<file path="src/rtl/pcm_sample_pacer.sv">
// Paces 8-bit PCM samples from a valid/ready stream out at one sample every DIV clocks.
// A 2-entry prefetch FIFO absorbs jitter, the output applies volume attenuation about mid-scale,
// and underruns are counted with saturation.
module pcm_sample_pacer #(
    parameter int unsigned DIV   = 6250,
    parameter int unsigned DIV_W = 16
) (
    input  logic       clk,
    input  logic       rst_n,
    input  logic       run,
    input  logic [2:0] vol,
    input  logic [7:0] in_data,
    input  logic       in_vld,
    output logic       in_rdy,
    output logic [7:0] sample,
    output logic       sample_stb,
    output logic       underrun,
    output logic [7:0] underrun_cnt
);

    localparam logic [DIV_W-1:0] LastCnt = DIV_W'(DIV - 1);

    logic [DIV_W-1:0] cnt_q, cnt_d;
    logic [7:0]       mem_q [2];
    logic             wr_ptr_q, rd_ptr_q;
    logic [1:0]       count_q, count_d;
    logic [7:0]       sample_q, sample_d;
    logic             stb_q, stb_d;
    logic             und_q, und_d;
    logic [7:0]       und_cnt_q, und_cnt_d;

    logic             tick;
    logic             push;
    logic             pop;
    logic [7:0]       head;
    logic signed [8:0] centred;
    logic [7:0]       att;

    // in_rdy depends on registered occupancy only, so no path from in_vld
    assign in_rdy = (count_q != 2'd2);
    assign tick   = run && (cnt_q == LastCnt);
    assign push   = in_vld && in_rdy;
    // A push into an empty FIFO in the tick cycle cannot be popped the same cycle
    assign pop    = tick && (count_q != 2'd0);
    assign head   = mem_q[rd_ptr_q];

    assign centred = signed'({1'b0, head} - 9'd128);
    assign att     = 8'(centred >>> vol) + 8'd128;

    always_comb begin
        cnt_d = cnt_q;
        if (!run) begin
            cnt_d = '0;
        end else if (tick) begin
            cnt_d = '0;
        end else begin
            cnt_d = cnt_q + DIV_W'(1);
        end
    end

    always_comb begin
        count_d = count_q;
        unique case ({push, pop})
            2'b10:   count_d = count_q + 2'd1;
            2'b01:   count_d = count_q - 2'd1;
            default: count_d = count_q;
        endcase
    end

    always_comb begin
        sample_d  = sample_q;
        stb_d     = 1'b0;
        und_d     = 1'b0;
        und_cnt_d = und_cnt_q;
        if (tick) begin
            if (pop) begin
                sample_d = att;
                stb_d    = 1'b1;
            end else begin
                und_d = 1'b1;
                if (und_cnt_q != 8'hFF) begin
                    und_cnt_d = und_cnt_q + 8'd1;
                end
            end
        end
    end

    always_ff @(posedge clk or negedge rst_n) begin
        if (!rst_n) begin
            cnt_q <= '0;
        end else begin
            cnt_q <= cnt_d;
        end
    end

    always_ff @(posedge clk or negedge rst_n) begin
        if (!rst_n) begin
            mem_q[0] <= '0;
            mem_q[1] <= '0;
            wr_ptr_q <= 1'b0;
            rd_ptr_q <= 1'b0;
            count_q  <= '0;
        end else begin
            if (push) begin
                mem_q[wr_ptr_q] <= in_data;
                wr_ptr_q        <= ~wr_ptr_q;
            end
            if (pop) begin
                rd_ptr_q <= ~rd_ptr_q;
            end
            count_q <= count_d;
        end
    end

    always_ff @(posedge clk or negedge rst_n) begin
        if (!rst_n) begin
            sample_q  <= 8'h80;
            stb_q     <= 1'b0;
            und_q     <= 1'b0;
            und_cnt_q <= '0;
        end else begin
            sample_q  <= sample_d;
            stb_q     <= stb_d;
            und_q     <= und_d;
            und_cnt_q <= und_cnt_d;
        end
    end

    assign sample       = sample_q;
    assign sample_stb   = stb_q;
    assign underrun     = und_q;
    assign underrun_cnt = und_cnt_q;

endmodule

</file>
<file path="config.mk">
export PLATFORM = sky130hd
export DESIGN_NAME = pcm_sample_pacer
export DESIGN_NICKNAME = d
export VERILOG_FILES = /design/src/rtl/pcm_sample_pacer.sv
export SDC_FILE = /design/constraint.sdc
export NUM_CORES = 1
export LEC_CHECK = 0
export BUFFER_PORTS_ARGS = -buffer_cell sky130_fd_sc_hd__buf_2
export CORE_ASPECT_RATIO = 1.75
export CORE_UTILIZATION = 45
export DETAILED_ROUTE_END_ITERATION = 8
export MAX_ROUTING_LAYER = met4
export PLACE_DENSITY = 0.71
export RECOVER_POWER = 50
export SYNTH_ARGS = -nofsm -noshare
export SYNTH_HDL_FRONTEND = slang
export SYNTH_SLANG_ARGS = --single-unit
export TNS_END_PERCENT = 30
</file>
<file path="constraint.sdc">
create_clock -name clk -period 1.8 [get_ports clk]
set_input_delay 0.18 -clock clk [delete_from_list [all_inputs] [get_ports clk]]
set_output_delay 0.18 -clock clk [all_outputs]
set_load 0.02 [all_outputs]
</file>
==> summary.txt, run 1 <==
Status
  • Status: completed

Timing
  • Final setup violation count: 0
  • Hold Worst Slack: 0.107 ns
  • Final min period: 1.78 ns
  • RSZ-0062 raised after global routing: true
  • Fin worst setup slack: between 0.02 and 0.025 ns
  • Fmax: approximately 560 MHz
  • Skew final: roughly 0.0087 ns
  • Final slew viol count: 0
  • Worst-Margin Slew: between 1 and 1.5 ns
  • Final-report hold violation count: 0
  • Relative slew margins: a little under a quarter
  • Period utilization: a little over nine tenths

GRT
  • Largest net degree at the start of global routing: 36
  • Number of global-route vias before repair: 2160
  • GRT Overall Usage: just under 20%
  • First-pass GRT wire length: between 9000 and 10000 um
  • Initial antenna violation count: 0
  • GR Overflow Total: 0

Final layout
  • Ant diodes: 0
  • Fillcell total: 539
  • Share of cells above drive strength 1: 39.5%
  • # nets final: 332
  • Synth-to-Final Area Change: 24.2%

CTS
  • Total CTS buffers: 5
  • Clk root buf: clkbuf_8
  • CTS H-tree lvls: 2
  • Clock sink count: 54
  • Clk slew on worst S/H paths: 0.10 ns
  • Clk buf depth: 2
  • Clock Latency Late Sink: roughly 0.32 ns
  • CTS tree: yes

Drt
  • Via count: ~2100
  • DRC viols: 0
  • ANT nets after route: 0
  • DR WL/cell: 15.1 um
  • Final WL: ~5900 um
  • Drt initial violations: 66
  • Vias/cell: ~5.4
  • Pre-Repair DR Iteration Count: 4

Power and ir drop
  • Pwr/cell area: between 900 and 1000 nW/um^2
  • Static Leak: roughly 1.6 nW
  • Peak VDD IR: ~0.4 mV
  • Total power: between 0.003 and 0.004 W

Floorplanning
  • Core area: approximately 6000 um^2
  • Initial Util: approximately 46%
  • Die width: 62.4 um
  • Area of the die: roughly 6700 um^2
  • Std cell rows: 38
  • Top Ports: 34
  • Die Y: around 110 um

Placed design
  • RePlAce Congestion: ~0.82
  • Post-detail-place hpwl: roughly 4400 um
  • PortBufs: 33
  • Dpl ws: -0.0297 ns

Synth
  • Post-Syn Area: 2870 um^2
  • Cell with the most instances after synthesis: dfrtp_1
  • Seq/Total Area, Yosys: about 47%
  • Yosys top cell by area: dfrtp_1
  • Share of the synthesized area in the top cell type: a little under half
  • Post-synthesis cell type count: 55
  • Synth Flop Type: dfrtp_1
  • Top post-synthesis cells by area: dfrtp_1, mux2_2, mux2i_1, xor2_1, mux4_2
  • Avg Cell Area, Syn: ~12 um^2
  • Post-synth EDFFs: 0
  • Commonest cells in the netlist: dfrtp_1, nor2_1, mux2_2
  • Syn. warnings: 0
  • Post-synthesis register bit count: 54
  • FFs w/ async S/R, synth: between 90% and 100%
  • Mapped Cells: between 200 and 250
  • Syn nets: approximately 270

Critical path
  • Critical path type: flop to flop
  • Max FO, Critical Path: 7
  • WP data arrival: slightly below 2 ns
  • Critical Path End Type: flop
  • Critical Path RT: 2.01 ns
  • Crit path launch type: flop

Min path
  • Path category of the worst min-delay check: primary input to flop

Job
  • Max Cap Viol: 0
-- cell families after synthesis --
group                    after synthesis  synth area share, %
flip-flops                            54                 47.1
AO/OA/AOI/OAI                         23                 5.71
XOR/XNOR                              20                 6.11
adder cells (fa/ha/maj)                4                 1.74
AND/OR/NAND/NOR                       94                 20.9
buffers and inverters                 12                 2.01
multiplexers                          39                 16.4
-- flip-flops by register name (all words and copies together), names as in the netlist --
signal / cells
rd_ptr_q: 1
count_q: 2
sample_stb: 1
underrun: 1
wr_ptr_q: 1
cnt_q: 16
mem_q: 16
sample: 8
underrun_cnt: 8
-- per-stage QoR --
step	area, um^2	std cells	util (%)	TNS, ns
floorplan	2880	246	-	0
CTS	3510	392	56.8	0
global placement	3330	378	53.9	0
detailed placement	3330	378	53.9	-0.0713
global route	3560	394	57.7	-0.373
finish	3560	394	57.7	0
-- final cells by class --
| cell class | instances | area (um^2) | share of cell area, % |
|---|---|---|---|
| clock buffers | 7 | 96.3 | 2.70 |
| clock inverters | 1 | 8.76 | 0.246 |
| inverters | 4 | 15.0 | 0.421 |
| multi-input cells | 180 | 1540 | 43.1 |
| flip-flops and latches | 54 | 1350 | 38.0 |
| well taps | 80 | 100 | 2.81 |
| repair buffers | 68 | 453 | 12.7 |
-- final timing paths --
check,startpoint,to,slack (ns),depth (start not counted)
worst max-delay path,cnt_q[4]$_DFF_PN0_,underrun_cnt[1]$_DFFE_PN0P_,0.02,5
worst min-delay path,in_data[1],mem_q[1]$_DFFE_PN0P_,0.11,2
worst max register to register,cnt_q[4]$_DFF_PN0_,underrun_cnt[1]$_DFFE_PN0P_,0.02,5
worst min register to register,sample[3]$_DFFE_PN0P_,sample[3]$_DFFE_PN0P_,0.49,1
max in group asynchronous,rst_n,sample[7]$_DFFE_PN1P_,0.36,3
min in group asynchronous,rst_n,underrun_cnt[5]$_DFFE_PN0P_,0.62,2
-- per-layer routing --
layer / wire length, um / up-vias / global-route usage, %
li1: - / 1026 / -
met1: 2300 / 1059 / 20.1
met2: 3370 / 39 / 35.9
met3: 162 / 8 / 4.24
met4: 104 / 0 / 7.81
met5: 0 / - / -
-- critical path, stage by stage, from the launching register on --
cell and delay, ns:
dfrtp_1 0.43, nor4b_4 0.31, buf_4 0.16, nand4_4 0.17
nor3_2 0.25, mux2_1 0.35
-- power by group --
part           internal [W]  switching, W
registers           0.00144      0.000207
logic              0.000513      0.000451
clock network      0.000353      0.000406
total               0.00231       0.00106
-- cells in the final DEF (no fill, tap or decap), types with 4 or more instances in the layout --
cell and n:
buf_2 28, buf_4 31, clkbuf_1 5, clkbuf_8 7
dfrtp_1 52, inv_1 4, mux2_1 4, mux2_2 20
mux2i_1 11, mux4_2 4, nand2_1 16, nand2b_1 4
nand3_1 8, nand4_1 7, nor2_1 21, nor3_1 4
o21ai_0 7, xnor2_1 7, xor2_1 12
-- repair_timing --
| action | 4_1_cts | 5_1_grt |
|---|---|---|
| buffers inserted | 5 | 2 |
| endpoints found under the hold margin | 19 | 0 |
| pin swaps | 5 | 8 |
| hold buffers | 1 | 0 |
| setup endpoints to repair | 3 | 14 |
| resized for setup | 4 | 10 |
No activity file was read; power rests on OpenSTA's default activity.
==> run 2: changes to the inputs <==
--- a/config.mk
+++ b/config.mk
@@ -6,7 +6,6 @@
 export NUM_CORES = 1
 export LEC_CHECK = 0
 export BUFFER_PORTS_ARGS = -buffer_cell sky130_fd_sc_hd__buf_2
-export CORE_ASPECT_RATIO = 1.75
 export CORE_UTILIZATION = 45
 export DETAILED_ROUTE_END_ITERATION = 8
 export MAX_ROUTING_LAYER = met4
==> constraint.sdc (replaced) <==
create_clock -name clk -period 1.8 [get_ports clk]
set_input_delay 0.18 -clock clk [delete_from_list [all_inputs] [get_ports clk]]
set_output_delay 0.18 -clock clk [all_outputs]
set_load 0.005 [all_outputs]
==> run 2 against run 1 <==
  * The flow now finishes with violations (negative setup slack)
  * Combinational power increased by 2.4%
  * Via count shrank 0.47%
  * Setup slack got worse by 0.032 ns
  * Design area decreased by 1.2%
  * Sequential power about the same
  * Clock skew about the same
  * Core utilization rose by 0.80 points
  * Non-clock buffer count decreased by 2
  * Highest routed layer unchanged
==> summary.txt, run 2 (synthesis results as in run 1) <==
Critical path
  • Worst path cell trace: nor4b_4 > buf_4 > nand4_4 > buf_6 > nor4b_4 > xor2_1 (was nor4b_4 > buf_4 > nand4_4 > nor3_2 > mux2_1)
  • Critical path's slowest cell: dfrtp_1 (unchanged)
  • Most used cell along the critical path: nor4b_4
  • Crit path launch type: flop (unchanged)
  • Max FO, Critical Path: 6 (was 7)
  • Critical Path End Type: flop (unchanged)
  • Critical path type: flop to flop (unchanged)
  • Critical Path RT: 2.03 ns (was 2.01 ns)
  • Crit-path max cell delay: 0.42 ns (was 0.43 ns)
  • WP data arrival: 2.04 ns (was 1.99 ns)

Drt
  • Via count: 2122 (was 2132)
  • DRC viols: 0 (unchanged)
  • Final WL: 5980 um (was 5940 um)
  • Drt initial violations: 117 (was 66)
  • ANT nets after route: 0 (unchanged)
  • DR WL/cell: 15.5 um (was 15.1 um)
  • Pre-Repair DR Iteration Count: 4 (unchanged)
  • Vias/cell: 5.48 (was 5.41)

GRT
  • GRT Overall Usage: 20.4% (was 19.6%)
  • Number of global-route vias before repair: 2136 (was 2160)
  • GR Overflow Total: 0 (unchanged)
  • Initial antenna violation count: 0 (unchanged)
  • First-pass GRT wire length: 10100 um (was 9800 um)
  • Largest net degree at the start of global routing: 23 (was 36)

Placed design
  • Dpl ws: -0.0652 ns (was -0.0297 ns)
  • RePlAce Congestion: 0.911 (was 0.822)
  • Post-detail-place hpwl: 4520 um (was 4360 um)
  • PortBufs: 33 (unchanged)

Timing
  • Skew final: 0.00909 ns (was 0.00869 ns)
  • Final slew viol count: 0 (unchanged)
  • Fmax: 552 MHz (was 562 MHz)
  • Relative slew margins: 23.0% (was 22.6%)
  • Fin worst setup slack: -0.0106 ns (was 0.0217 ns)
  • Final setup violation count: 2 (was 0)
  • Worst-Margin Slew: 1.16 ns (about the same)
  • RSZ-0062 raised after global routing: true (unchanged)
  • Final-report hold violation count: 0 (unchanged)
  • Final min period: 1.81 ns (was 1.78 ns)
  • Period utilization: 101% (was 98.8%)

Floorplanning
  • Core area: 6030 um^2 (was 6180 um^2)
  • Area of the die: 6700 um^2 (was 6710 um^2)
  • Initial Util: 47.6% (was 46.4%)
  • Std cell rows: 28 (was 38)
  • Die width: 81.8 um (was 62.4 um)
  • Top Ports: 34 (unchanged)
  • Die Y: 81.8 um (was 108 um)

CTS
  • Clk slew on worst S/H paths: 0.10 ns (about the same)
  • Clk root buf: clkbuf_8 (unchanged)
  • Clock Latency Late Sink: 0.30 ns (was 0.32 ns)
  • Clk buf depth: 2 (unchanged)
  • CTS H-tree lvls: 2 (unchanged)
  • Total CTS buffers: 5 (unchanged)
  • Clock sink count: 54 (unchanged)
  • CTS tree: yes (unchanged)

Final layout
  • Ant diodes: 0 (unchanged)
  • Most frequent cells in the layout: dfrtp_1, buf_4, buf_2 (unchanged)
  • Final core occ: 58.5% (was 57.7%)
  • Synth-to-Final Area Change: 22.8% (was 24.2%)
  • # nets final: 330 (was 332)
  • Biggest regs: cnt_q (16), mem_q (16) (unchanged)
  • Share of cells above drive strength 1: 37.8% (was 39.5%)
  • Most common cell after layout, fill and taps aside: dfrtp_1 (unchanged)

Status
  • Status: finished, violations left (was completed)
  • Failing checks: negative setup slack

Power and ir drop
  • Peak VDD IR: 0.509 mV (was 0.390 mV)
  • Pwr/cell area: 948 nW/um^2 (was 946 nW/um^2)
  • Static Leak: 1.55 nW (was 1.61 nW)

Min path
  • Path category of the worst min-delay check: primary input to flop (unchanged)

Job
  • Max Cap Viol: 0 (unchanged)
[run 2: changes by cell type in the layout (fill, tap and decap cells not counted), moves of 2 or more]
cell / delta
clkbuf_1: +5
mux2_4: +3
mux2_1: -3
buf_12: -2
buf_2: -5
[run 2: metal layers]
| layer | share of wire (%) | vias up | GRT usage, % |
|---|---|---|---|
| met4 | 1.5 | 0 | 6.14 |
| met5 | 0 | - | - |
| met1 | 47 | 1061 | 25.7 |
| li1 | - | 1018 | - |
| met3 | 2.3 | 8 | 3.89 |
| met2 | 49 | 35 | 33.3 |
[run 2: worst paths after layout]
kind | from | end | slack (ns) | cells after the start
min | in_data[2] | mem_q[10]$_DFFE_PN0P_ | 0.12 | 2
max in group asynchronous | rst_n | cnt_q[3]$_DFF_PN0_ | 0.32 | 3
max | cnt_q[4]$_DFF_PN0_ | underrun_cnt[5]$_DFFE_PN0P_ | -0.01 | 6
min reg2reg | sample[2]$_DFFE_PN0P_ | sample[2]$_DFFE_PN0P_ | 0.52 | 1
min in group asynchronous | rst_n | underrun_cnt[0]$_DFFE_PN0P_ | 0.61 | 2
max reg2reg | cnt_q[4]$_DFF_PN0_ | underrun_cnt[5]$_DFFE_PN0P_ | -0.01 | 6
[run 2: timing repair]
item / 4_1_cts / 5_1_grt
resized for setup: 2 / 16
setup endpoints to repair: 5 / 12
setup buffers: 1 / 1
pin swaps: 1 / 10
hold buffers: 1 / 0
endpoints found under the hold margin: 19 / 0
[run 2: layout make-up]
| cell class | count | area, um^2 |
|---|---|---|
| fillers | 501 | 2500 |
| multi-input cells | 180 | 1560 |
| flip-flops and latches | 54 | 1350 |
| repair buffers | 66 | 407 |
| well taps | 75 | 93.8 |
| clock buffers | 6 | 82.6 |
| inverters | 4 | 15.0 |
| clock inverters | 2 | 12.5 |
[run 2: stage by stage]
step | std cells | power, W | setup TNS, ns | area [um^2] | hold WS, ns
global placement | 376 | 0.00256 | 0 | 3320 | 0.177
global route | 387 | 0.00355 | -2.43 | 3520 | 0.105
detailed placement | 376 | 0.00261 | -0.109 | 3320 | 0.186
CTS | 386 | 0.00332 | -0.111 | 3440 | 0.109
finish | 387 | 0.00334 | -0.0134 | 3520 | 0.116
floorplan | 246 | 0.00230 | 0 | 2880 | -0.116
[run 2: worst max-delay path: cells and delay by family (launching register included)]
family / cells / cell delay, ns
buf+inv: 2 / 0.39
flops: 1 / 0.42
simple gates: 3 / 0.77
xor+xnor: 1 / 0.17
[run 2: report_power, final]
| part | internal (W) | switching [W] | total [W] | leakage (nW) |
|---|---|---|---|---|
| Clock | 0.000310 | 0.000403 | 0.000713 | 0.0472 |
| Sequential | 0.00144 | 0.000199 | 0.00164 | 0.705 |
| Combinational | 0.000513 | 0.000474 | 0.000987 | 0.803 |
| Total | 0.00227 | 0.00108 | 0.00334 | 1.55 |
